File: config.mk
export PLATFORM = sky130hd
export DESIGN_NAME = mask_rr_arbiter_n
export DESIGN_NICKNAME = d
export VERILOG_FILES = /design/src/rtl/mask_arb_pkg.sv /design/src/rtl/prio_arbiter_n.sv /design/src/rtl/mask_rr_arbiter_n.sv
export SDC_FILE = /design/constraint.sdc
export NUM_CORES = 1
export LEC_CHECK = 0
export ABC_AREA = 1
export CORE_MARGIN = 5
export CORE_UTILIZATION = 40
export CTS_BUF_LIST = sky130_fd_sc_hd__clkbuf_8
export DETAILED_ROUTE_END_ITERATION = 10
export DONT_BUFFER_PORTS = 1
export PLACE_DENSITY = 0.56
export SYNTH_ARGS = -nofsm -noshare
export SYNTH_HDL_FRONTEND = slang
export SYNTH_SLANG_ARGS = --single-unit
File: constraint.sdc
create_clock -name clk -period 2.31 [get_ports clk]
set_clock_uncertainty 0.1 [all_clocks]
set_input_delay 0.231 -clock clk [delete_from_list [all_inputs] [get_ports clk]]
set_output_delay 0.231 -clock clk [all_outputs]
set_load 0.02 [all_outputs]
File: src/rtl/mask_arb_pkg.sv
// Shared types and helper functions for the mask-based round-robin arbiter family.
package mask_arb_pkg;

    typedef enum logic {
        IDLE = 1'b0,
        OWN  = 1'b1
    } arb_state_t;

    // Ceiling log2 with a floor of 1 so a 2-way arbiter still gets a 1-bit index.
    function automatic int clog2(input int n);
        int r;
        r = 1;
        for (int i = 1; i < 32; i++) begin
            if ((1 << i) < n) begin
                r = i + 1;
            end
        end
        return r;
    endfunction

    function automatic int lsb_index(input logic [31:0] v);
        int r;
        r = 0;
        for (int i = 31; i >= 0; i--) begin
            if (v[i]) begin
                r = i;
            end
        end
        return r;
    endfunction

    function automatic logic [31:0] lsb_onehot(input logic [31:0] v);
        return v & (~v + 32'd1);
    endfunction

endpackage

File: src/rtl/prio_arbiter_n.sv
// Fixed-priority arbiter, bit 0 highest: one-hot grant, its index and an any-request flag.
module prio_arbiter_n
    import mask_arb_pkg::*;
#(
    parameter int N    = 4,
    parameter int IDXW = clog2(N)
) (
    input  logic [N-1:0]    req,
    output logic [N-1:0]    grant,
    output logic [IDXW-1:0] idx,
    output logic            any
);

    always_comb begin
        grant = req & (~req + N'(1));
        idx   = IDXW'(lsb_index(32'(req)));
        any   = |req;
    end

endmodule

File: src/rtl/mask_rr_arbiter_n.sv
// N-way mask-based round-robin arbiter with registered one-hot grant, grant
// locking, optional hold limit and a timeout pulse.
module mask_rr_arbiter_n
    import mask_arb_pkg::*;
#(
    parameter int N        = 4,
    parameter int MAX_HOLD = 0,
    parameter int IDXW     = clog2(N),
    parameter int HCW      = 16
) (
    input  logic            clk,
    input  logic            reset,
    input  logic [N-1:0]    req,
    input  logic            release_grant,
    output logic [N-1:0]    grant,
    output logic [IDXW-1:0] grant_idx,
    output logic            grant_valid,
    output logic            hold_timeout
);

    localparam logic [HCW-1:0] HOLD_LAST = HCW'((MAX_HOLD == 0) ? 0 : MAX_HOLD - 1);
    localparam bit             HOLD_LIMITED = (MAX_HOLD != 0);

    arb_state_t      state, state_nxt;
    logic [IDXW-1:0] ptr, ptr_nxt;
    logic [HCW-1:0]  hold_cnt, hold_nxt;
    logic [N-1:0]    grant_nxt;
    logic [IDXW-1:0] idx_nxt;
    logic            valid_nxt;
    logic            timeout_nxt;

    logic [N-1:0]    mask;
    logic [N-1:0]    cand;
    logic            owner_req;
    logic            timeout;
    logic            release_cond;
    logic            do_arb;

    logic [N-1:0]    m_grant, u_grant;
    logic [IDXW-1:0] m_idx, u_idx;
    logic            m_any, u_any;

    // Candidate set: everyone in IDLE; on a release the owner is excluded
    // unless it is the sole requester and was cut off by timeout or pulse.
    always_comb begin
        mask      = '0;
        for (int i = 0; i < N; i++) begin
            mask[i] = (i >= int'(ptr));
        end
        owner_req    = |(req & grant);
        timeout      = HOLD_LIMITED && (hold_cnt == HOLD_LAST);
        release_cond = !owner_req || release_grant || timeout;
        cand         = '0;
        do_arb       = 1'b0;
        if (state == IDLE) begin
            cand   = req;
            do_arb = 1'b1;
        end else if (release_cond) begin
            cand   = (req == grant) ? req : (req & ~grant);
            do_arb = 1'b1;
        end
    end

    prio_arbiter_n #(.N(N), .IDXW(IDXW)) u_masked (
        .req   (cand & mask),
        .grant (m_grant),
        .idx   (m_idx),
        .any   (m_any)
    );

    prio_arbiter_n #(.N(N), .IDXW(IDXW)) u_unmasked (
        .req   (cand),
        .grant (u_grant),
        .idx   (u_idx),
        .any   (u_any)
    );

    always_comb begin
        state_nxt   = state;
        ptr_nxt     = ptr;
        hold_nxt    = hold_cnt;
        grant_nxt   = grant;
        idx_nxt     = grant_idx;
        valid_nxt   = grant_valid;
        timeout_nxt = (state == OWN) && timeout;
        if (do_arb) begin
            if (u_any) begin
                state_nxt = OWN;
                valid_nxt = 1'b1;
                hold_nxt  = '0;
                grant_nxt = m_any ? m_grant : u_grant;
                idx_nxt   = m_any ? m_idx : u_idx;
                ptr_nxt   = (idx_nxt == IDXW'(N - 1)) ? '0 : idx_nxt + IDXW'(1);
            end else begin
                state_nxt = IDLE;
                valid_nxt = 1'b0;
                hold_nxt  = '0;
                grant_nxt = '0;
                idx_nxt   = '0;
            end
        end else if (state == OWN) begin
            hold_nxt = (hold_cnt == '1) ? hold_cnt : hold_cnt + HCW'(1);
        end
    end

    always_ff @(posedge clk or posedge reset) begin
        if (reset) begin
            state        <= IDLE;
            ptr          <= '0;
            hold_cnt     <= '0;
            grant        <= '0;
            grant_idx    <= '0;
            grant_valid  <= 1'b0;
            hold_timeout <= 1'b0;
        end else begin
            state        <= state_nxt;
            ptr          <= ptr_nxt;
            hold_cnt     <= hold_nxt;
            grant        <= grant_nxt;
            grant_idx    <= idx_nxt;
            grant_valid  <= valid_nxt;
            hold_timeout <= timeout_nxt;
        end
    end

endmodule

Word-level counts from Yosys, hierarchy flattened
Cells that the tools add are included.

operators by class
  multipliers = 0
  add/sub/neg operators = 3
  divide/modulo/power cells = 0
  bitwise logic cells = 8
  muxes and demuxes = 19
  magnitude comparators = 4
  equal/unequal tests = 2
  reduce and logical (&&, ||, !) cells = 6
  shifts and indexed selects = 0

operator list
  kind                                                                    count
  32-bit 2-to-1 mux                                                       3
  3-bit by 32-bit >= comparator with 1-bit output (first input constant)  2
  32-bit by 1-bit adder with 32-bit output (second input constant)        1
  32-bit by 2-bit == test with 1-bit output (second input constant)       1
  1-bit by 32-bit >= comparator with 1-bit output (first input constant)  1
  2-bit by 32-bit >= comparator with 1-bit output (first input constant)  1
  4-bit bitwise AND                                                       5
  4-bit 2-to-1 mux                                                        5
  2-bit 2-to-1 mux                                                        8
  4-bit inverter                                                          3
  4-bit OR reduction                                                      3
  4-bit by 1-bit adder with 4-bit output (second input constant)          2
  4-bit == test                                                           1
  1-bit 2-to-1 mux                                                        3
  2-bit AND reduction                                                     1
  1-bit zero test                                                         1
  1-bit logical OR                                                        1

storage, ports and cells
  input bits = 7
  latch bits = 0
  output and inout bits = 38
  memory bits (read-only) = 0
  flip-flop bits (word level) = 69
  bits in writable memories = 0
  word-level logic and storage cells = 46
  memories kept = 0

Longest topological paths before layout
Gate-level depths: netlist of run 1.

  depth in word-level cells = 14
  gate-level depth with buffers = 14
  depth with buffers taken out = 14

Cells and area by module
From an unflattened synthesis of run 1, not the netlist that was laid out.

unflattened totals
  cells, all modules = 759
  area, all modules = 5029.8 µm²

by module, submodules not included
  module             cells each  sequential area each (µm²)  times used  area an instance (µm²)
  mask_rr_arbiter_n  667         1726.7                      1           4441.8
  prio_arbiter_n     46          0.0                         2           294.0

Least setup slack after synthesis of run 1
Ideal clock, no wire load.

  kind = register to register
  from = register grant[1]
  to = register ptr[1]
  stages on the path, launching flop included = 13
  required time = 2089 ps
  period minus slack after synthesis = 1907 ps
  arrival = 1686 ps
  setup slack = 403 ps
  buffers on the path = 0
  setup time = 121 ps
  cells stage by stage = dfrtp_1 -> inv_1 -> ha_1 -> nand2_1 -> inv_1 -> nand2_2 -> nand3_1 -> nand3_1 -> nand2_2 -> nor2_2 -> nor2_2 -> nand2_2 -> nand3_2

on the way
  cells in the longest elaborated chain, start to end = 14
  elaborated cells on any way between the ends = 28
  those cells by class = add/sub: 1; eq/ne: 2; mux: 15; bitwise: 4; reduce/logical: 6

RTL lines
  item                                                                                                          line                      text
  from (decl)                                                                                                   mask_rr_arbiter_n.sv:15   output logic [N-1:0] grant,
  from (signal assigned)                                                                                        mask_rr_arbiter_n.sv:119  grant <= grant_nxt;
  4-bit bitwise AND                                                                                             mask_rr_arbiter_n.sv:50   owner_req = |(req & grant);
  4-bit OR reduction                                                                                            mask_rr_arbiter_n.sv:50
  1-bit zero test                                                                                               mask_rr_arbiter_n.sv:52   release_cond = !owner_req || release_grant || timeout;
  1-bit logical OR                                                                                              mask_rr_arbiter_n.sv:52
  4-bit 2-to-1 mux                                                                                              mask_rr_arbiter_n.sv:58   end else if (release_cond) begin
  4-bit 2-to-1 mux                                                                                              mask_rr_arbiter_n.sv:55   if (state == IDLE) begin
  4-bit bitwise AND                                                                                             mask_rr_arbiter_n.sv:65   .req (cand & mask),
  2-bit 2-to-1 mux (4 in series)                                                                                mask_arb_pkg.sv:25        if (v[i]) begin
  32-bit 2-to-1 mux                                                                                             mask_rr_arbiter_n.sv:92   idx_nxt = m_any ? m_idx : u_idx;
  32-bit by 1-bit adder with 32-bit output / 32-bit by 2-bit == test with 1-bit output (equally long branches)  mask_rr_arbiter_n.sv:93   ptr_nxt = (idx_nxt == IDXW'(N - 1)) ? '0 : idx_nxt + IDXW'(1);
  32-bit 2-to-1 mux                                                                                             mask_rr_arbiter_n.sv:93
  to (signal assigned)                                                                                          mask_rr_arbiter_n.sv:117  ptr <= ptr_nxt;
  to (decl)                                                                                                     mask_rr_arbiter_n.sv:25   logic [IDXW-1:0] ptr, ptr_nxt;

Several ways; a longest one is shown, not always the timed one.
A chain may end at the register's enable or synchronous reset.

Final worst setup path of run 1
  from = register grant[3]
  to = register grant[1]

on the way
  cells in the longest elaborated chain, start to end = 12
  elaborated cells on any way between the ends = 23
  those cells by class = add/sub: 2; eq/ne: 1; mux: 7; bitwise: 8; reduce/logical: 5

RTL lines
  item                                    line                     text
  4-bit bitwise AND                       mask_rr_arbiter_n.sv:50
  4-bit OR reduction                      mask_rr_arbiter_n.sv:50
  1-bit zero test                         mask_rr_arbiter_n.sv:52
  1-bit logical OR                        mask_rr_arbiter_n.sv:52
  4-bit 2-to-1 mux                        mask_rr_arbiter_n.sv:58
  4-bit 2-to-1 mux                        mask_rr_arbiter_n.sv:55
  4-bit bitwise AND                       mask_rr_arbiter_n.sv:65
  4-bit inverter                          prio_arbiter_n.sv:15     grant = req & (~req + N'(1));
  4-bit by 1-bit adder with 4-bit output  prio_arbiter_n.sv:15
  4-bit bitwise AND                       prio_arbiter_n.sv:15
  4-bit 2-to-1 mux                        mask_rr_arbiter_n.sv:91  grant_nxt = m_any ? m_grant : u_grant;
  4-bit 2-to-1 mux                        mask_rr_arbiter_n.sv:87  if (u_any) begin

Several ways; a longest one is shown, not always the timed one.

==> metrics.txt, run 1 <==
post-CTS setup buffer count 0; Synth cell types 20; Worst setup SP type flip-flop; data arrival time of the critical path 2050 ps; drt first pass iters 4; final period utilization 86.5%; top-count cell post-synth buf_4; VDD IR max 0.778 mV; DP Area 932 um^2; antenna-violating nets left 0; largest net degree at the start of global routing 14; post-synthesis xor/xnor area fraction 0%; Worst setup EP type flip-flop; final-stage net count 156; drt total wl 1820 um; die area 3570 um^2; Vias/cell 4.29; H-tree levels 1; ys flop type dfrtp_1; top-area cell type share of the netlist area 23.5%; vias in the first global route 678; compound-gate portion of the synthesized area 3.54%; Syn. warnings 0; setup violators final 0; Overall Global Routing Usage 10.9%; Max Cap Viol 0; design area 987 um^2; first-pass GRT wire length 2930 um; static leakage 0.595 nW; worst setup margin 312 ps; Starting Density 41.0%; share of cells above drive strength 1 17.9%; DIE WIDTH 59.7 um; post-synthesis register bit count 9; CTS Buf Count 3; Final Wtd Congestion 0.849; f_max 501 MHz; Post-synth EDFFs 0; IO buf count 0; routed vias 729; Final Slew Violations 0; Synth Area in Adders 10.1%; Clock Tree Buf Depth 2; CP Class flip-flop to flip-flop; clk_lat worst skew 230 ps; dpl hpwl 1560 um; row count 18; Synth area leader buf_4; Die Y 59.7 um; top post-synthesis cells by area buf_4 (24%), dfrtp_1 (23%), ha_1 (10%); top cells by count, synth buf_4 (31), inv_1 (21), nand2_1 (19); status finished clean; DR iter-0 viols 17; Post-Synth Simple-Gate Area 30.5%; antenna violations before repair 0; clk sink count 9; Req. time, crit path 2360 ps; root buf cell clkbuf_8; multiplexer share of the synthesized area 0%; CTS tree built; setup_tns 0 ps; Ports 45; Syn Area/Cell 7.49 um^2; Async S/R FF share, synth 100%; largest family of logic cells by synthesized area buffers and inverters; pre-CTS WS 327 ps; Seq/Total Area, Yosys 22.8%; Reg clk slew, reported paths 50 ps; RSZ-0062 raised after global routing false; WL per Instance 10.7 um; worst-path fanout max 13; PwrDens 1380 nW/um^2; cell area after synthesis 988 um^2; fillcell total 249; Mapped Cells 132; final hold violation count 0; Min-Delay Path Class input pin to flip-flop; n_diodes 0; Overflow after GRT 0; Core Box Area 2410 um^2; layout overhead on the synthesized area -0.127%; DRC violations left 0; fin crit period 2000 ps
layer usage:
layer	wire length [um]	GRT usage, %
met5	0	0
met4	13	2.85
met3	183	4.54
met2	869	17.4
met1	754	13.5
worst max-delay path, cell delays in order (launching register included):
cell	delay, ps
dfrtp_1	380
buf_4	170
ha_1	180
nor2_1	100
nand2_1	70
nand3_2	220
nand4_1	260
nand2_2	170
nor2_4	50
nand2_2	70
nand2_2	70
o21ai_1	80
cells in the final DEF, fill, tap and decap left out:
cell | netlist | routed
nor3_1 | 1 | 1
nor2_1 | 7 | 7
buf_4 | 31 | 5
nor2_2 | 2 | 2
dlygate4sd3_1 | 0 | 1
nand2_1 | 19 | 19
conb_1 | 1 | 31
nor2_4 | 1 | 1
nand4_1 | 4 | 4
clkbuf_8 | 0 | 3
inv_1 | 21 | 22
nand3b_1 | 1 | 1
nand2_2 | 9 | 9
nand3_2 | 4 | 4
o21ai_0 | 2 | 2
nand4_4 | 1 | 1
nand3_1 | 5 | 5
dfrtp_1 | 9 | 9
o21ai_1 | 3 | 3
a21oi_1 | 2 | 2
ha_1 | 8 | 8
kinds of logic (layout without fill, tap and decap cells):
kind of cell / Yosys count / in the layout
fa+ha+maj: 8 / 8
other cells: 1 / 31
simple gates: 54 / 54
buf+inv: 53 / 31
compound gates: 7 / 7
flops: 9 / 9
metrics by stage:
stage | std cells | utilization [%] | hold WS, ps | total power, W
5_1_grt | 170 | 41.0 | 312 | 0.00152
3_3_place_gp | 165 | 38.7 | 6.49 | 0.00118
2_1_floorplan | 162 | - | -41.1 | 0.00105
4_1_cts | 170 | 41.0 | 275 | 0.00138
3_5_place_dp | 165 | 38.7 | 11.7 | 0.00119
6_report | 170 | 41.0 | 279 | 0.00137
power by group:
part	internal, W	switching (W)
Clock	0.000116	0.0000628
Sequential	0.000239	0.0000758
Combinational	0.000292	0.000581
flip-flops by register name (all words and copies together) (netlist names):
name / flops
grant: 4
grant_idx: 2
state: 1
ptr: 2
final timing paths:
check | from | end | slack (ps) | cells after the start
worst min register to register | ptr[1]$_DFFE_PP0P_ | ptr[1]$_DFFE_PP0P_ | 460 | 2
max in group asynchronous | reset | ptr[0]$_DFFE_PP0P_ | 1530 | 2
worst max-delay path | grant[3]$_DFFE_PP0N_ | grant[1]$_DFFE_PP0N_ | 310 | 11
worst max register to register | grant[3]$_DFFE_PP0N_ | grant[1]$_DFFE_PP0N_ | 310 | 11
worst min-delay path | req[0] | grant[0]$_DFFE_PP0N_ | 280 | 4
min in group asynchronous | reset | ptr[1]$_DFFE_PP0P_ | 320 | 2
timing repair:
item                      4_1_cts  5_1_grt
hold endpoints to repair        9        0
hold buffers                    1        0
gates resized for setup         0        0
area by class of cell:
type | count | area [um^2] | share of cell area (%)
clock buffers | 3 | 41.3 | 4.18
clock inverters | 1 | 3.75 | 0.380
inverters | 21 | 78.8 | 7.98
multi-input cells | 100 | 553 | 56.0
flip-flops and latches | 9 | 225 | 22.8
well taps | 30 | 37.5 | 3.80
repair buffers | 6 | 47.5 | 4.82
Power figures use the tool's default switching activity.
==> run 2, diff against run 1 <==
--- a/config.mk
+++ b/config.mk
@@ -12,6 +12,7 @@
 export DETAILED_ROUTE_END_ITERATION = 10
 export DONT_BUFFER_PORTS = 1
 export PLACE_DENSITY = 0.56
+export REMOVE_ABC_BUFFERS = 1
 export SYNTH_ARGS = -nofsm -noshare
 export SYNTH_HDL_FRONTEND = slang
 export SYNTH_SLANG_ARGS = --single-unit
==> metrics.txt, run 2 (synthesis gave the netlist of run 1 again) <==
CTS tree built; Reg clk slew, reported paths 40 ps (about the same); Max Cap Viol 0 (unchanged); cell mode on critical path nand2_2; final-stage net count 157 (+0.64%); WL per Instance 10.6 um (-0.75%); status finished clean; Vias/cell 4.16 (-2.9%); dpl hpwl 1560 um (-0.43%); DR iter-0 viols 16 (-1); clk_lat worst skew 230 ps (about the same); DRC violations left 0 (unchanged); Worst path slowest cell dfrtp_1; f_max 510 MHz (+1.9%); first-pass GRT wire length 2800 um (-4.5%); setup_tns 0 ps (unchanged); Top Family by Delay on Critical Path simple AND/OR/NAND/NOR gates; design area 995 um^2 (+0.76%); CP max stage delay 370 ps (about the same); fin crit period 1960 ps (-36.8 ps); Overflow after GRT 0 (unchanged); commonest cells after routing, fill and taps aside conb_1 (31), inv_1 (22), nand2_1 (19); Req. time, crit path 2320 ps (-40 ps); die area 3570 um^2 (unchanged); max FFs per register 4 (unchanged); share of cells above drive strength 1 18.4% (+0.58 points); Final Slew Violations 0 (unchanged); commonest non-fill, non-tap cell in the layout conb_1; Worst setup EP type flip-flop; PwrDens 1380 nW/um^2 (-0.16%); area of the multi-input gates 553 um^2 (unchanged); vias in the first global route 653 (-3.7%); IO buf count 0 (unchanged); CTS Buf Count 3 (unchanged); fillcell total 257 (+3.2%); setup violators final 0 (unchanged); routed vias 712 (-2.3%); drt total wl 1820 um (-0.16%); antenna violations before repair 0 (unchanged); CP Buf/Inv Count 2 (+1); DP Area 940 um^2 (+0.81%); Die Y 59.7 um (unchanged); drt first pass iters 4 (unchanged); power consumption 0.00137 W (+0.60%); Core Box Area 2410 um^2 (unchanged); Worst setup SP type flip-flop; final period utilization 84.9% (-1.6 points); H-tree levels 1 (unchanged); cells resized by post-CTS repair 0 (unchanged); Top reg by flops grant; n_diodes 0 (unchanged); layout overhead on the synthesized area 0.633%; CP Class flip-flop to flip-flop; clk sink count 9 (unchanged); DIE WIDTH 59.7 um (unchanged); Final Wtd Congestion 0.819 (-3.5%); static leakage 0.599 nW (+0.74%); final hold violation count 0 (unchanged); largest net degree at the start of global routing 11 (-3); Clock Tree Buf Depth 2 (unchanged); root buf cell clkbuf_8; biggest regs grant (4), grant_idx (2), ptr (2); RSZ-0062 raised after global routing false; worst-path fanout max 5 (-8); row count 18 (unchanged); CP cell instances inv_1, ha_1, nand2_1, inv_1, nand2_2, nand2_2, nand2_1, nand4_1, nand2_2, nor2_4, nand2_2, nand2_2, o21ai_1; Ports 45 (unchanged); antenna-violating nets left 0 (unchanged); Min-Delay Path Class input pin to flip-flop; Overall Global Routing Usage 10.5% (-0.39 points); register area 225 um^2 (unchanged); Starting Density 41.0% (unchanged); data arrival time of the critical path 1970 ps (-80 ps); VDD IR max 0.788 mV (+1.3%)
==> run 2: cell count changes in the layout (fill, tap and decap cells not counted), sizes merged <==
cell,before,now
buf,5,6
==> run 2: path summary, 6_finish.rpt <==
check                                     start                       end  slack [ps]  cells after the start
max in group asynchronous                 reset  grant_idx[0]$_DFFE_PP0N_        1550                      2
min in group asynchronous                 reset      grant[1]$_DFFE_PP0N_         300                      2
max                        grant[3]$_DFFE_PP0N_      grant[1]$_DFFE_PP0N_         350                     13
min reg2reg                  ptr[1]$_DFFE_PP0P_        ptr[1]$_DFFE_PP0P_         470                      2
max reg2reg                grant[3]$_DFFE_PP0N_      grant[1]$_DFFE_PP0N_         350                     13
min                               release_grant      grant[1]$_DFFE_PP0N_         260                      3
==> run 2: layout make-up <==
class / count / area share [%]
tap: 30 / 3.77
inverter: 21 / 7.92
sequential: 9 / 22.6
timing repair buffer: 7 / 5.53
clock buffer: 3 / 4.15
multi-input combinational: 100 / 55.6
clock inverter: 1 / 0.377
==> run 2: layer usage <==
metal  global-route usage, %  share of wire, %
met5                       0                 0
met3                    4.10               8.9
met1                    13.5                40
met4                    2.85              0.72
met2                    16.4                51
==> run 2: timing repair <==
action,in CTS,in global routing
buffers inserted,0,0
setup endpoints to repair,0,0
hold buffers,1,0
endpoints found under the hold margin,9,0
==> run 2: metrics by stage <==
step,util (%),worst slack (ps),hold WS [ps],instances
floorplan,-,399,-41.1,130
global placement,39.0,361,11.4,166
detailed placement,39.0,365,15.3,166
CTS,41.3,349,273,171
global route,41.3,162,302,171
finish,41.3,349,264,171
==> run 2: worst register-to-register path: stages, from the launching register on <==
cell and delay, ps:
dfrtp_1 370, inv_1 80, ha_1 270, nand2_1 50, inv_1 50, nand2_2 80, nand2_2 100, nand2_1 90
nand4_1 170, nand2_2 110, nor2_4 130, nand2_2 80, nand2_2 90, o21ai_1 70
==> run 2: power by group <==
part / leakage (nW) / internal, W / total, W / switching, W
clock: 0.0269 / 0.000116 / 0.000177 / 0.0000610
combinational: 0.465 / 0.000299 / 0.000877 / 0.000579
sequential: 0.107 / 0.000239 / 0.000321 / 0.0000814
total: 0.599 / 0.000654 / 0.00137 / 0.000721
